<file path="config.mk">
export PLATFORM = sky130hd
export DESIGN_NAME = seq_subtractor
export DESIGN_NICKNAME = d
export VERILOG_FILES = /design/src/rtl/seq_subtractor.sv
export SDC_FILE = /design/constraint.sdc
export NUM_CORES = 1
export LEC_CHECK = 0
export BUFFER_PORTS_ARGS = -buffer_cell sky130_fd_sc_hd__buf_2
export CORE_MARGIN = 1.5
export CORE_UTILIZATION = 60
export CTS_CLUSTER_DIAMETER = 100
export DETAILED_ROUTE_END_ITERATION = 10
export PLACE_DENSITY = 0.84
export SETUP_SLACK_MARGIN = 0.4
export SLEW_MARGIN = 20
export SYNTH_ARGS = -nofsm -noshare
export SYNTH_HDL_FRONTEND = slang
export SYNTH_SLANG_ARGS = --single-unit
export TNS_END_PERCENT = 20
</file>
<file path="constraint.sdc">
create_clock -name clk -period 6.6 [get_ports clk]
set_clock_uncertainty 0.05 [all_clocks]
set_input_delay 1.32 -clock clk [delete_from_list [all_inputs] [get_ports clk]]
set_output_delay 1.32 -clock clk [all_outputs]
set_load 0.01 [all_outputs]
</file>
<file path="src/rtl/seq_subtractor.sv">
// Sequential 32-bit subtractor: computes a - b - bin one nibble per cycle
// using a + ~b + ~bin, then publishes diff/bout/ovf/zero with a one-cycle done pulse.
module seq_subtractor (
    input  logic        clk,
    input  logic        rst_n,
    input  logic        start,
    input  logic [31:0] a,
    input  logic [31:0] b,
    input  logic        bin,
    output logic [31:0] diff,
    output logic        bout,
    output logic        ovf,
    output logic        zero,
    output logic        busy,
    output logic        done
);

    localparam logic [1:0] S_IDLE = 2'd0;
    localparam logic [1:0] S_RUN  = 2'd1;
    localparam logic [1:0] S_DONE = 2'd2;

    logic [1:0]  state_q, state_d;
    logic [31:0] a_q, a_d;
    logic [31:0] b_q, b_d;
    logic [31:0] part_q, part_d;
    logic [2:0]  cnt_q, cnt_d;
    logic        carry_q, carry_d;
    logic [31:0] diff_q, diff_d;
    logic        bout_q, bout_d;
    logic        ovf_q, ovf_d;
    logic        zero_q, zero_d;

    logic [4:0]  idx;
    logic [3:0]  nib_a;
    logic [3:0]  nib_b;
    logic [4:0]  sum;
    logic [31:0] part_next;

    always_comb begin
        idx       = {cnt_q, 2'b00};
        nib_a     = a_q[idx +: 4];
        nib_b     = b_q[idx +: 4];
        sum       = {1'b0, nib_a} + {1'b0, ~nib_b} + {4'b0000, carry_q};
        part_next = part_q;
        part_next[idx +: 4] = sum[3:0];

        state_d = state_q;
        a_d     = a_q;
        b_d     = b_q;
        part_d  = part_q;
        cnt_d   = cnt_q;
        carry_d = carry_q;
        diff_d  = diff_q;
        bout_d  = bout_q;
        ovf_d   = ovf_q;
        zero_d  = zero_q;

        case (state_q)
            S_IDLE, S_DONE: begin
                if (start) begin
                    a_d     = a;
                    b_d     = b;
                    carry_d = ~bin;
                    cnt_d   = 3'd0;
                    state_d = S_RUN;
                end else begin
                    state_d = S_IDLE;
                end
            end
            S_RUN: begin
                part_d  = part_next;
                carry_d = sum[4];
                cnt_d   = cnt_q + 3'd1;
                if (cnt_q == 3'd7) begin
                    state_d = S_DONE;
                    diff_d  = part_next;
                    bout_d  = ~sum[4];
                    // Carry into bit 31 recovered from the top sum bit and its operands.
                    ovf_d   = (sum[3] ^ nib_a[3] ^ ~nib_b[3]) ^ sum[4];
                    zero_d  = (part_next == 32'd0);
                end
            end
            default: state_d = S_IDLE;
        endcase
    end

    always_ff @(posedge clk or negedge rst_n) begin
        if (!rst_n) begin
            state_q <= S_IDLE;
            a_q     <= 32'd0;
            b_q     <= 32'd0;
            part_q  <= 32'd0;
            cnt_q   <= 3'd0;
            carry_q <= 1'b0;
            diff_q  <= 32'd0;
            bout_q  <= 1'b0;
            ovf_q   <= 1'b0;
            zero_q  <= 1'b0;
        end else begin
            state_q <= state_d;
            a_q     <= a_d;
            b_q     <= b_d;
            part_q  <= part_d;
            cnt_q   <= cnt_d;
            carry_q <= carry_d;
            diff_q  <= diff_d;
            bout_q  <= bout_d;
            ovf_q   <= ovf_d;
            zero_q  <= zero_d;
        end
    end

    assign diff = diff_q;
    assign bout = bout_q;
    assign ovf  = ovf_q;
    assign zero = zero_q;
    assign busy = (state_q == S_RUN);
    assign done = (state_q == S_DONE);

endmodule

</file>
==> metrics.md, run 1 <==
| Metric | Value |
|---|---|
| R2r endpoint | zero$_DFFE_PN0P_ |
| Final Cycle Share | 0.7281 |
| FMAX | 0.2081 GHz |
| Nets | 848 |
| Hold_buf cts | 0 |
| Util after Layout | 0.7315 |
| Drt first pass iters | 5 |
| Initial antenna violation count | 0 |
| Total grt overflow | 0 |
| Mapped Area | 0.006475 sq mm |
| Met2 wire length | around 7600 um |
| Vias in the first global route | 5,240 |
| Register area share after synthesis | 0.5295 |
| HPWL after detailed placement | 10,060 um |
| Worst rel slew slack | 0.2886 |
| Root buf cell | clkbuf_8 |
| Row Count | 37 |
| Worst-path clk slew | 60 ps |
| Longest Clk Path Bufs | 2 |
| # resized after CTS | 0 |
| Most used cell along the critical path | fa_1 |
| WHS Endpoint | diff[29]$_DFFE_PN0P_ |
| Mapped Nets | 758 |
| Outcome | complete, no violations |
| WHS | around 420 ps |
| Cell chain of the critical path | mux4_2 -> mux2i_1 -> fa_1 -> inv_1 -> fa_1 -> xnor2_2 -> nor2_1 -> a221oi_1 -> o2111ai_1 -> or4b_1 -> o41ai_2 |
| FF-to-FF Start | cnt_q[0]$_DFFE_PN0P_ |
| Metal3 WL | approximately 900 um |
| Vias per cell | around 5.7 |
| Worst Hold Class | reg -> reg |
| Synthesized instance count | 681 |
| Uppermost routed layer | met4 |
| Area grow syn2layout | 17.68% |
| R2R setup slack | 1790 ps |
| Most common cell after layout, fill and taps aside | nand2_1 |
| R2R depth | 11 |
| Slowest Stage Delay on Critical Path | 920 ps |
| Syn avg cell area | 9.508 sq um |
| WL met1 | 6108 um |
| Final estimated routing congestion in global placement | 0.8867 |
| Total vias in the final route | 5,205 |
| Synthesized flop and latch total | 137 |
| Fillers | 764 |
| Max Cap Viol | 0 |
| Initial Util | 0.6216 |
| Clk Latency, worst-skew pair | 530 ps |
| DR DRC count | 0 |
| Most frequent cells in the layout | nand2_1 (269), dfrtp_1 (137), buf_2 (103), o21ai_0 (60), nor2_1 (27) |
| Number of max-slew violations in the final report | 0 |
| Total routed wirelength | 15,160 um |
| Largest net degree at the start of global routing | 71 |
| Setup violators final | 0 |
| Syn. warnings | 0 |
| Die area | around 0.011 sq mm |
| DR WL/cell | 16.47 um |
| GRT Overall Usage | 0.2894 |
| Critical path's slowest cell | dfrtp_1 |
| 1st-iter DRT viols | between 300 and 400 |
| Endpoints failing hold | 0 |
| # IOs | 105 |
| Sum Neg Setup Slack | 0 ps |
| Post-CTS setup buffer count | 0 |
| H-tree Lvls | 4 |
| IO buf count | 104 |
| Fin crit period | 4805 ps |
| Crit path max fanout | 17 |
| Proportion of layout cells with a drive suffix above 1 | 0.2347 |
| Synth cell types | 52 |
| Crit path kind | reg -> reg |
| CTS tree | done |
| Sink Count | 137 |
| Post-route ant nets | 0 |
| Core area | 0.01042 sq mm |
| CP required | 6980 ps |
| Global-route wire length before repair | between 20,000 and 30,000 um |
| Crit end category | flop |
| Die X | 106.9 um |
| RSZ-0062 raised after global routing | no |
| Antenna cell count | 0 |
| WP data arrival | 5180 ps |
| Total CTS buffers | 17 |
| DIE HEIGHT | 106.9 um |
| Worst Max-Slew Pin Slew | 1060 ps |
| Hold Startpoint | diff[29]$_DFFE_PN0P_ |
| CP startpoint kind | flop |
| Hold path depth | 2 |
-- flip-flops by register name, summed over array words and instances (netlist names) --
signal and count:
a_q 32, b_q 32, diff 32, part_q 32
cnt_q 3, state_q 2, bout 1, carry_q 1
ovf 1, zero 1
-- through the flow --
stage                     cells  setup WS (ps)  instance area [sq um]
after global placement      888           2068                   7054
after floorplan             681           2286                   6475
after global routing        920           1440                   7620
after detailed placement    888           1807                   7054
after CTS                   920           1772                   7620
final                       920           1795                   7620
-- kinds of logic after synthesis --
logic type	count (synthesis)	share of synthesized area
multiplexers	52	0.1134
AND/OR/NAND/NOR	335	0.2137
flip-flops	137	0.5295
XOR/XNOR	5	0.007924
adder cells (fa/ha/maj)	9	0.01971
buffers and inverters	48	0.03130
AO/OA/AOI/OAI	95	0.08445
-- synth_stat cells, drive strengths merged --
master | count | area, sq um
o31ai | 2 | 15.01
o21a | 1 | 7.510
buf | 14 | 75.07
a22o | 2 | 17.52
a211o | 1 | 8.760
o21ai | 60 | 300.3
nand2 | 270 | 1016
nor2 | 27 | 101.4
or4b | 1 | 10.01
and3 | 1 | 6.260
clkbuf | 25 | 93.84
fa | 2 | 40.04
nand2b | 3 | 18.77
mux4 | 16 | 360.4
nor3b | 1 | 7.510
dfrtp | 137 | 3428
inv | 8 | 30.03
nor4bb | 1 | 10.01
or3 | 4 | 25.02
and2 | 1 | 8.760
clkinv | 1 | 3.750
or4 | 1 | 7.510
o221ai | 2 | 17.52
a221oi | 2 | 23.77
o2111ai | 2 | 17.52
ha | 7 | 87.58
a31oi | 3 | 18.77
a21o | 2 | 15.01
o41ai | 2 | 25.03
nor4b | 1 | 15.01
nand4 | 2 | 18.77
nand3 | 5 | 25.02
nor3 | 4 | 25.02
nor4 | 3 | 18.77
mux2i | 25 | 250.2
nor2b | 6 | 45.04
or2 | 4 | 25.03
mux2 | 11 | 123.9
a21oi | 16 | 80.08
xor2 | 2 | 17.52
xnor2 | 3 | 33.79
-- routing by layer --
layer / track usage / up-vias
met4: 0.1400 / 0
met5: 0 / -
met1: 0.3538 / 2497
li1: - / 2447
met2: 0.4886 / 214
met3: 0.06383 / 47
-- critical path, delay by kind of cell (launching register included) --
kind                       cells  cell delay [ps]
buffers and inverters          1               70
AOI/OAI and AO/OA              3              750
DFF                            1              920
and+or+nand+nor                2              590
adders and majority gates      2              740
xor gates and xnor gates       1              740
muxes                          2              840
-- worst max-delay path by stage --
stage                    startpoint               end  depth (start not counted)
2_1_floorplan  cnt_q[0]$_DFFE_PN0P_  zero$_DFFE_PN0P_                         14
3_3_place_gp   cnt_q[0]$_DFFE_PN0P_  zero$_DFFE_PN0P_                         11
3_5_place_dp   cnt_q[0]$_DFFE_PN0P_  zero$_DFFE_PN0P_                         11
4_1_cts        cnt_q[0]$_DFFE_PN0P_  zero$_DFFE_PN0P_                         11
5_1_grt        cnt_q[0]$_DFFE_PN0P_  zero$_DFFE_PN0P_                         11
6_report       cnt_q[0]$_DFFE_PN0P_  zero$_DFFE_PN0P_                         11
-- layout make-up --
type                    instances  area (sq um)  share of cell area
clock buffers                  21         469.2             0.06158
clock inverters                11         96.34             0.01264
inverters                       9         33.78            0.004433
multi-input cells             496          2854              0.3745
flip-flops and latches        137          3428              0.4499
well taps                     136         170.2             0.02233
repair buffers                110         568.0             0.07455
Power of run 1 is not shown: default switching activity piles up to over one toggle a cycle in this logic, so the estimate is an artifact.
==> run 2: changes to the inputs <==
--- a/config.mk
+++ b/config.mk
@@ -7,10 +7,10 @@
 export LEC_CHECK = 0
 export BUFFER_PORTS_ARGS = -buffer_cell sky130_fd_sc_hd__buf_2
 export CORE_MARGIN = 1.5
-export CORE_UTILIZATION = 60
+export CORE_UTILIZATION = 57
 export CTS_CLUSTER_DIAMETER = 100
 export DETAILED_ROUTE_END_ITERATION = 10
-export PLACE_DENSITY = 0.84
+export PLACE_DENSITY = 0.8
 export SETUP_SLACK_MARGIN = 0.4
 export SLEW_MARGIN = 20
 export SYNTH_ARGS = -nofsm -noshare
==> constraint.sdc (replaced) <==
create_clock -name clk -period 4.78 [get_ports clk]
set_clock_uncertainty 0.05 [all_clocks]
set_input_delay 0.956 -clock clk [delete_from_list [all_inputs] [get_ports clk]]
set_output_delay 0.956 -clock clk [all_outputs]
set_load 0.01 [all_outputs]
==> metrics.md, run 2 (same netlist as run 1, synthesis figures left out) <==
| Metric | Value |
|---|---|
| HPWL after detailed placement | 10,230 um |
| Die area | ~0.012 sq mm |
| WHS | 421.5 ps |
| Initial antenna violation count | 0 |
| RSZ-0062 raised after global routing | no |
| Total CTS buffers | 17 |
| WP data arrival | 4290 ps |
| Proportion of layout cells with a drive suffix above 1 | 0.2427 |
| Final estimated routing congestion in global placement | between 0.8 and 0.9 |
| Met2 usage in global routing | 0.4836 |
| Endpoints failing hold | 0 |
| Post-CTS setup buffer count | 0 |
| IO buf count | 104 |
| Drt first pass iters | 4 |
| Vias per cell | 5.596 |
| Delay-heaviest family, CP | flip-flops |
| Root buf cell | clkbuf_16 |
| Vias in the first global route | 5,389 |
| Nets | 855 |
| Antenna cell count | 0 |
| H-tree Lvls | 4 |
| Area grow syn2layout | 19.32% |
| Core area | around 0.011 sq mm |
| Origin of the worst setup path | cnt_q[1]$_DFFE_PN0P_ |
| Max Cap Viol | 0 |
| Buf/Inv on CP | 2 |
| Fillers | 804 |
| Die X | 109.6 um |
| Post-DP Area | 0.007121 sq mm |
| Most frequent cells in the layout | nand2_1 (269), dfrtp_1 (136), buf_2 (103), o21ai_0 (60), nor2_1 (27) |
| Crit path max fanout | 17 |
| Global-route wire length before repair | approximately 26,000 um |
| CP startpoint kind | flop |
| Global-route layer with the greatest usage | met2 |
| Cell chain of the critical path | mux4_2 -> mux2i_1 -> fa_1 -> inv_1 -> fa_1 -> xnor2_2 -> buf_4 -> nor2_1 -> a221oi_1 -> o2111ai_1 -> or4b_1 -> o41ai_2 |
| Largest net degree at the start of global routing | 106 |
| Sink Count | 137 |
| DR WL/cell | 16.94 um |
| DIE HEIGHT | approximately 110 um |
| Met3 Track Usage GR | 0.06402 |
| Most common cell after layout, fill and taps aside | nand2_1 |
| Final Cycle Share | 0.8417 |
| Sum Neg Setup Slack | 0 ps |
| Total vias in the final route | 5,210 |
| Hold Startpoint | diff[16]$_DFFE_PN0P_ |
| Fin crit period | 4023 ps |
| Number of max-slew violations in the final report | 0 |
| FMAX | around 0.25 GHz |
| Worst rel slew slack | 0.3551 |
| Worst-path clk slew | 60 ps |
| Crit end category | flop |
| Slowest Stage Delay on Critical Path | 730 ps |
| 1st-iter DRT viols | 338 |
| Outcome | complete, no violations |
| Fin cells | 931 |
| Longest Clk Path Bufs | 2 |
| GRT Overall Usage | 0.2869 |
| Row Count | 38 |
| Setup violators final | 0 |
| FF-to-FF Start | cnt_q[1]$_DFFE_PN0P_ |
| DR DRC count | 0 |
| Clk Latency, worst-skew pair | 420 ps |
| Dpl cells | around 900 |
| GRT met1 Usage | 0.3527 |
| Post-route ant nets | 0 |
| Worst Max-Slew Pin Slew | roughly 970 ps |
| Total grt overflow | 0 |
| Crit path kind | reg -> reg |
| Worst Hold Class | reg -> reg |
| Critical path's slowest cell | dfrtp_1 |
| Finished Cell Area | 0.007726 sq mm |
| Total routed wirelength | 15,770 um |
| Most used cell along the critical path | fa_1 |
| Initial Util | 0.5921 |
| CTS tree | done |
| # IOs | 105 |
| CP required | around 5100 ps |
run 2: cell count changes in the layout (fill, tap and decap cells not counted):
cell,previous run,this run
dfrtp_2,0,1
bufinv_16,1,3
clkinv_2,4,6
nand2b_2,1,0
dfrtp_1,137,136
clkinvlp_4,5,3
buf_4,7,13
clkbuf_16,16,17
clkbuf_8,5,2
buf_6,0,1
nand2b_4,0,1
run 2: tightest hold or removal path, stage by stage, from the launching register on:
cell and delay (ps):
dfrtp_1 330, nand2_1 40, o21ai_0 60
run 2: layout make-up:
type	count	area (sq um)	share of cell area
clock buffers	19	452.9	0.05862
clock inverters	13	151.4	0.01960
inverters	9	33.78	0.004372
multi-input cells	496	2859	0.3700
flip-flops and latches	137	3430	0.4439
well taps	140	175.2	0.02267
repair buffers	117	624.3	0.08081
run 2: timing repair:
item	CTS	global route
resized for setup	0	1
setup endpoints to repair	0	1
hold buffers	0	0
run 2: layer usage:
metal | vias to the layer above | routed length (um)
li1 | 2462 | -
met1 | 2506 | 6403
met2 | 201 | 7949
met3 | 41 | 930
met4 | 0 | 490
met5 | - | 0
run 2: per-stage QoR:
step           worst slack (ps)    util
2_1_floorplan             466.4       -
3_3_place_gp              749.7  0.6507
3_5_place_dp              602.9  0.6511
4_1_cts                   565.8  0.7064
5_1_grt                   540.0  0.7065
6_report                  756.8  0.7065
run 2: worst paths after layout:
path | to | slack, ps | depth (start not counted)
worst max-delay path | zero$_DFFE_PN0P_ | 760 | 12
worst min-delay path | diff[16]$_DFFE_PN0P_ | 420 | 2
worst max register to register | zero$_DFFE_PN0P_ | 760 | 12
worst min register to register | diff[16]$_DFFE_PN0P_ | 420 | 2
max in group asynchronous | diff[4]$_DFFE_PN0P_ | 3100 | 2
min in group asynchronous | diff[23]$_DFFE_PN0P_ | 590 | 1
Power of run 2 is left out for the same reason.
==> run 3: changes to the inputs <==
--- a/config.mk
+++ b/config.mk
@@ -7,10 +7,10 @@
 export LEC_CHECK = 0
 export BUFFER_PORTS_ARGS = -buffer_cell sky130_fd_sc_hd__buf_2
 export CORE_MARGIN = 1.5
-export CORE_UTILIZATION = 57
+export CORE_UTILIZATION = 51
 export CTS_CLUSTER_DIAMETER = 100
 export DETAILED_ROUTE_END_ITERATION = 10
-export PLACE_DENSITY = 0.8
+export PLACE_DENSITY = 0.76
 export SETUP_SLACK_MARGIN = 0.4
 export SLEW_MARGIN = 20
 export SYNTH_ARGS = -nofsm -noshare
==> constraint.sdc (replaced) <==
create_clock -name clk -period 3.4 [get_ports clk]
set_clock_uncertainty 0.05 [all_clocks]
set_input_delay 0.68 -clock clk [delete_from_list [all_inputs] [get_ports clk]]
set_output_delay 0.68 -clock clk [all_outputs]
set_load 0.01 [all_outputs]
==> metrics.md, run 3 (same netlist as run 1, synthesis figures left out) <==
| Metric | Value |
|---|---|
| Met2 usage in global routing | 0.4142 |
| Post-route ant nets | 0 |
| Worst Max-Slew Pin Slew | 748.5 ps |
| Max Cap Viol | 0 |
| Area grow syn2layout | 21.86% |
| Root buf cell | clkbuf_16 |
| Total CTS buffers | 17 |
| R2R setup slack | -110 ps |
| Die area | 0.01338 sq mm |
| Total grt overflow | 0 |
| Setup violators final | 1 |
| Final estimated routing congestion in global placement | just under 1 |
| Worst-path clk slew | 60 ps |
| Die X | around 120 um |
| Slowest Stage Delay on Critical Path | 510 ps |
| Longest Clk Path Bufs | 2 |
| GRT met1 Usage | 0.3146 |
| Clk Latency, worst-skew pair | between 400 and 500 ps |
| Vias per cell | 5.362 |
| CTS tree | done |
| CP endpoint | zero$_DFFE_PN0P_ |
| DR WL/cell | 15.87 um |
| GRT Overall Usage | 0.2519 |
| Most frequent cells in the layout | nand2_1 (267), dfrtp_1 (136), buf_2 (103), o21ai_0 (60), nor2_1 (26) |
| Global-route wire length before repair | between 20,000 and 30,000 um |
| IO buf count | between 100 and 150 |
| Failing checks | setup timing |
| Met3 Track Usage GR | 0.06224 |
| Worst rel slew slack | 0.5010 |
| Worst Hold Class | in -> async |
| Row Count | 40 |
| Most common cell after layout, fill and taps aside | nand2_1 |
| Total vias in the final route | 5,212 |
| Cell chain of the critical path | buf_4 -> mux4_2 -> nand2_1 -> nand2_2 -> fa_2 -> inv_2 -> fa_2 -> xnor2_2 -> nor2_1 -> a221oi_1 -> o2111ai_1 -> or4b_4 -> o41ai_2 |
| DIE HEIGHT | ~120 um |
| WP data arrival | 3780 ps |
| R2R depth | 13 |
| Number of max-slew violations in the final report | 0 |
| H-tree Lvls | 4 |
| Crit path max fanout | 5 |
| Hold_buf cts | 0 |
| Initial Util | 0.5302 |
| Critical path's slowest cell | or4b_4 |
| Crit. path cell count | 13 |
| Drt first pass iters | 4 |
| Origin of the worst setup path | cnt_q[0]$_DFFE_PN0P_ |
| CP required | 3670 ps |
| # IOs | between 100 and 150 |
| Largest net degree at the start of global routing | 78 |
| Total routed wirelength | 15,420 um |
| R2r endpoint | zero$_DFFE_PN0P_ |
| Most used cell along the critical path | fa_2 |
| Final Cycle Share | 1.031 |
| Proportion of layout cells with a drive suffix above 1 | 0.2711 |
| Global-route layer with the greatest usage | met2 |
| Sink Count | 137 |
| Setup ws final | -106.0 ps |
| Nets | 870 |
| Crit path kind | reg -> reg |
| Antenna cell count | 0 |
| Buf/Inv on CP | 2 |
| Vias in the first global route | 5,238 |
| Sum Neg Setup Slack | -106.0 ps |
| CP startpoint kind | flop |
| Core area | 0.01221 sq mm |
| Delay-heaviest family, CP | compound AO/OA/AOI/OAI gates |
| Initial antenna violation count | 0 |
| FMAX | 0.2852 GHz |
| Outcome | complete, but fails checks |
| RSZ-0062 raised after global routing | yes |
| Endpoints failing hold | 0 |
| HPWL after detailed placement | approximately 11,000 um |
| DR DRC count | 0 |
| 1st-iter DRT viols | 281 |
| FF-to-FF Start | cnt_q[0]$_DFFE_PN0P_ |
| Fin crit period | 3506 ps |
| Crit end category | flop |
[run 3: changes by cell type in the layout (fill, tap and decap cells not counted), sizes merged]
| cell | previous run | this run |
|---|---|---|
| buf | 117 | 132 |
| bufinv | 3 | 2 |
| clkbuf | 19 | 20 |
| clkinv | 8 | 7 |
| clkinvlp | 3 | 2 |
[run 3: metrics by stage]
step / worst slack [ps] / utilization / hold WS [ps] / std cells / area, sq um
floorplan: -263.7 / - / 334.4 / 681 / 6505
global placement: -71.72 / 0.5950 / 403.8 / 940 / 7266
detailed placement: -166.8 / 0.5950 / 407.9 / 940 / 7266
CTS: -91.40 / 0.6426 / 194.1 / 970 / 7848
global route: -234.3 / 0.6461 / 220.2 / 972 / 7890
finish: -106.0 / 0.6461 / 178.9 / 972 / 7890
[run 3: cell type report]
class                           count  area [sq um]
Clock buffer                       20         436.7
Clock inverter                     10         105.1
Fill cell                        1041          4322
Inverter                            9         33.78
Multi-Input combinational cell    496          2914
Sequential cell                   137          3430
Tap cell                          168         210.2
Timing Repair Buffer              132         760.7
[run 3: worst min path at each step]
stage                             start                   end
CTS                               rst_n  diff[24]$_DFFE_PN0P_
global route                      rst_n  diff[24]$_DFFE_PN0P_
finish                            rst_n  diff[24]$_DFFE_PN0P_
global placement    b_q[30]$_DFFE_PN0P_   b_q[30]$_DFFE_PN0P_
detailed placement  b_q[27]$_DFFE_PN0P_   b_q[27]$_DFFE_PN0P_
floorplan                         rst_n    a_q[0]$_DFFE_PN0P_
[run 3: routing by layer]
metal	vias to the layer above	part of all wire
li1	2496	-
met1	2492	0.42
met2	182	0.49
met3	42	0.054
met4	0	0.032
met5	-	0
[run 3: timing repair]
action,4_1_cts,5_1_grt
gates resized for setup,10,8
pin swaps,0,2
endpoints found under the setup margin,18,19
setup buffers,0,2
[run 3: worst register-to-register path, delay by kind of cell, from the launching register on]
family / cells / cell delay (ps)
xor gates and xnor gates: 1 / 130
AOI/OAI and AO/OA: 3 / 760
and+or+nand+nor: 4 / 730
DFF: 1 / 430
adders and majority gates: 2 / 620
muxes: 1 / 490
buffers and inverters: 2 / 220
Power of run 3 is left out for the same reason.
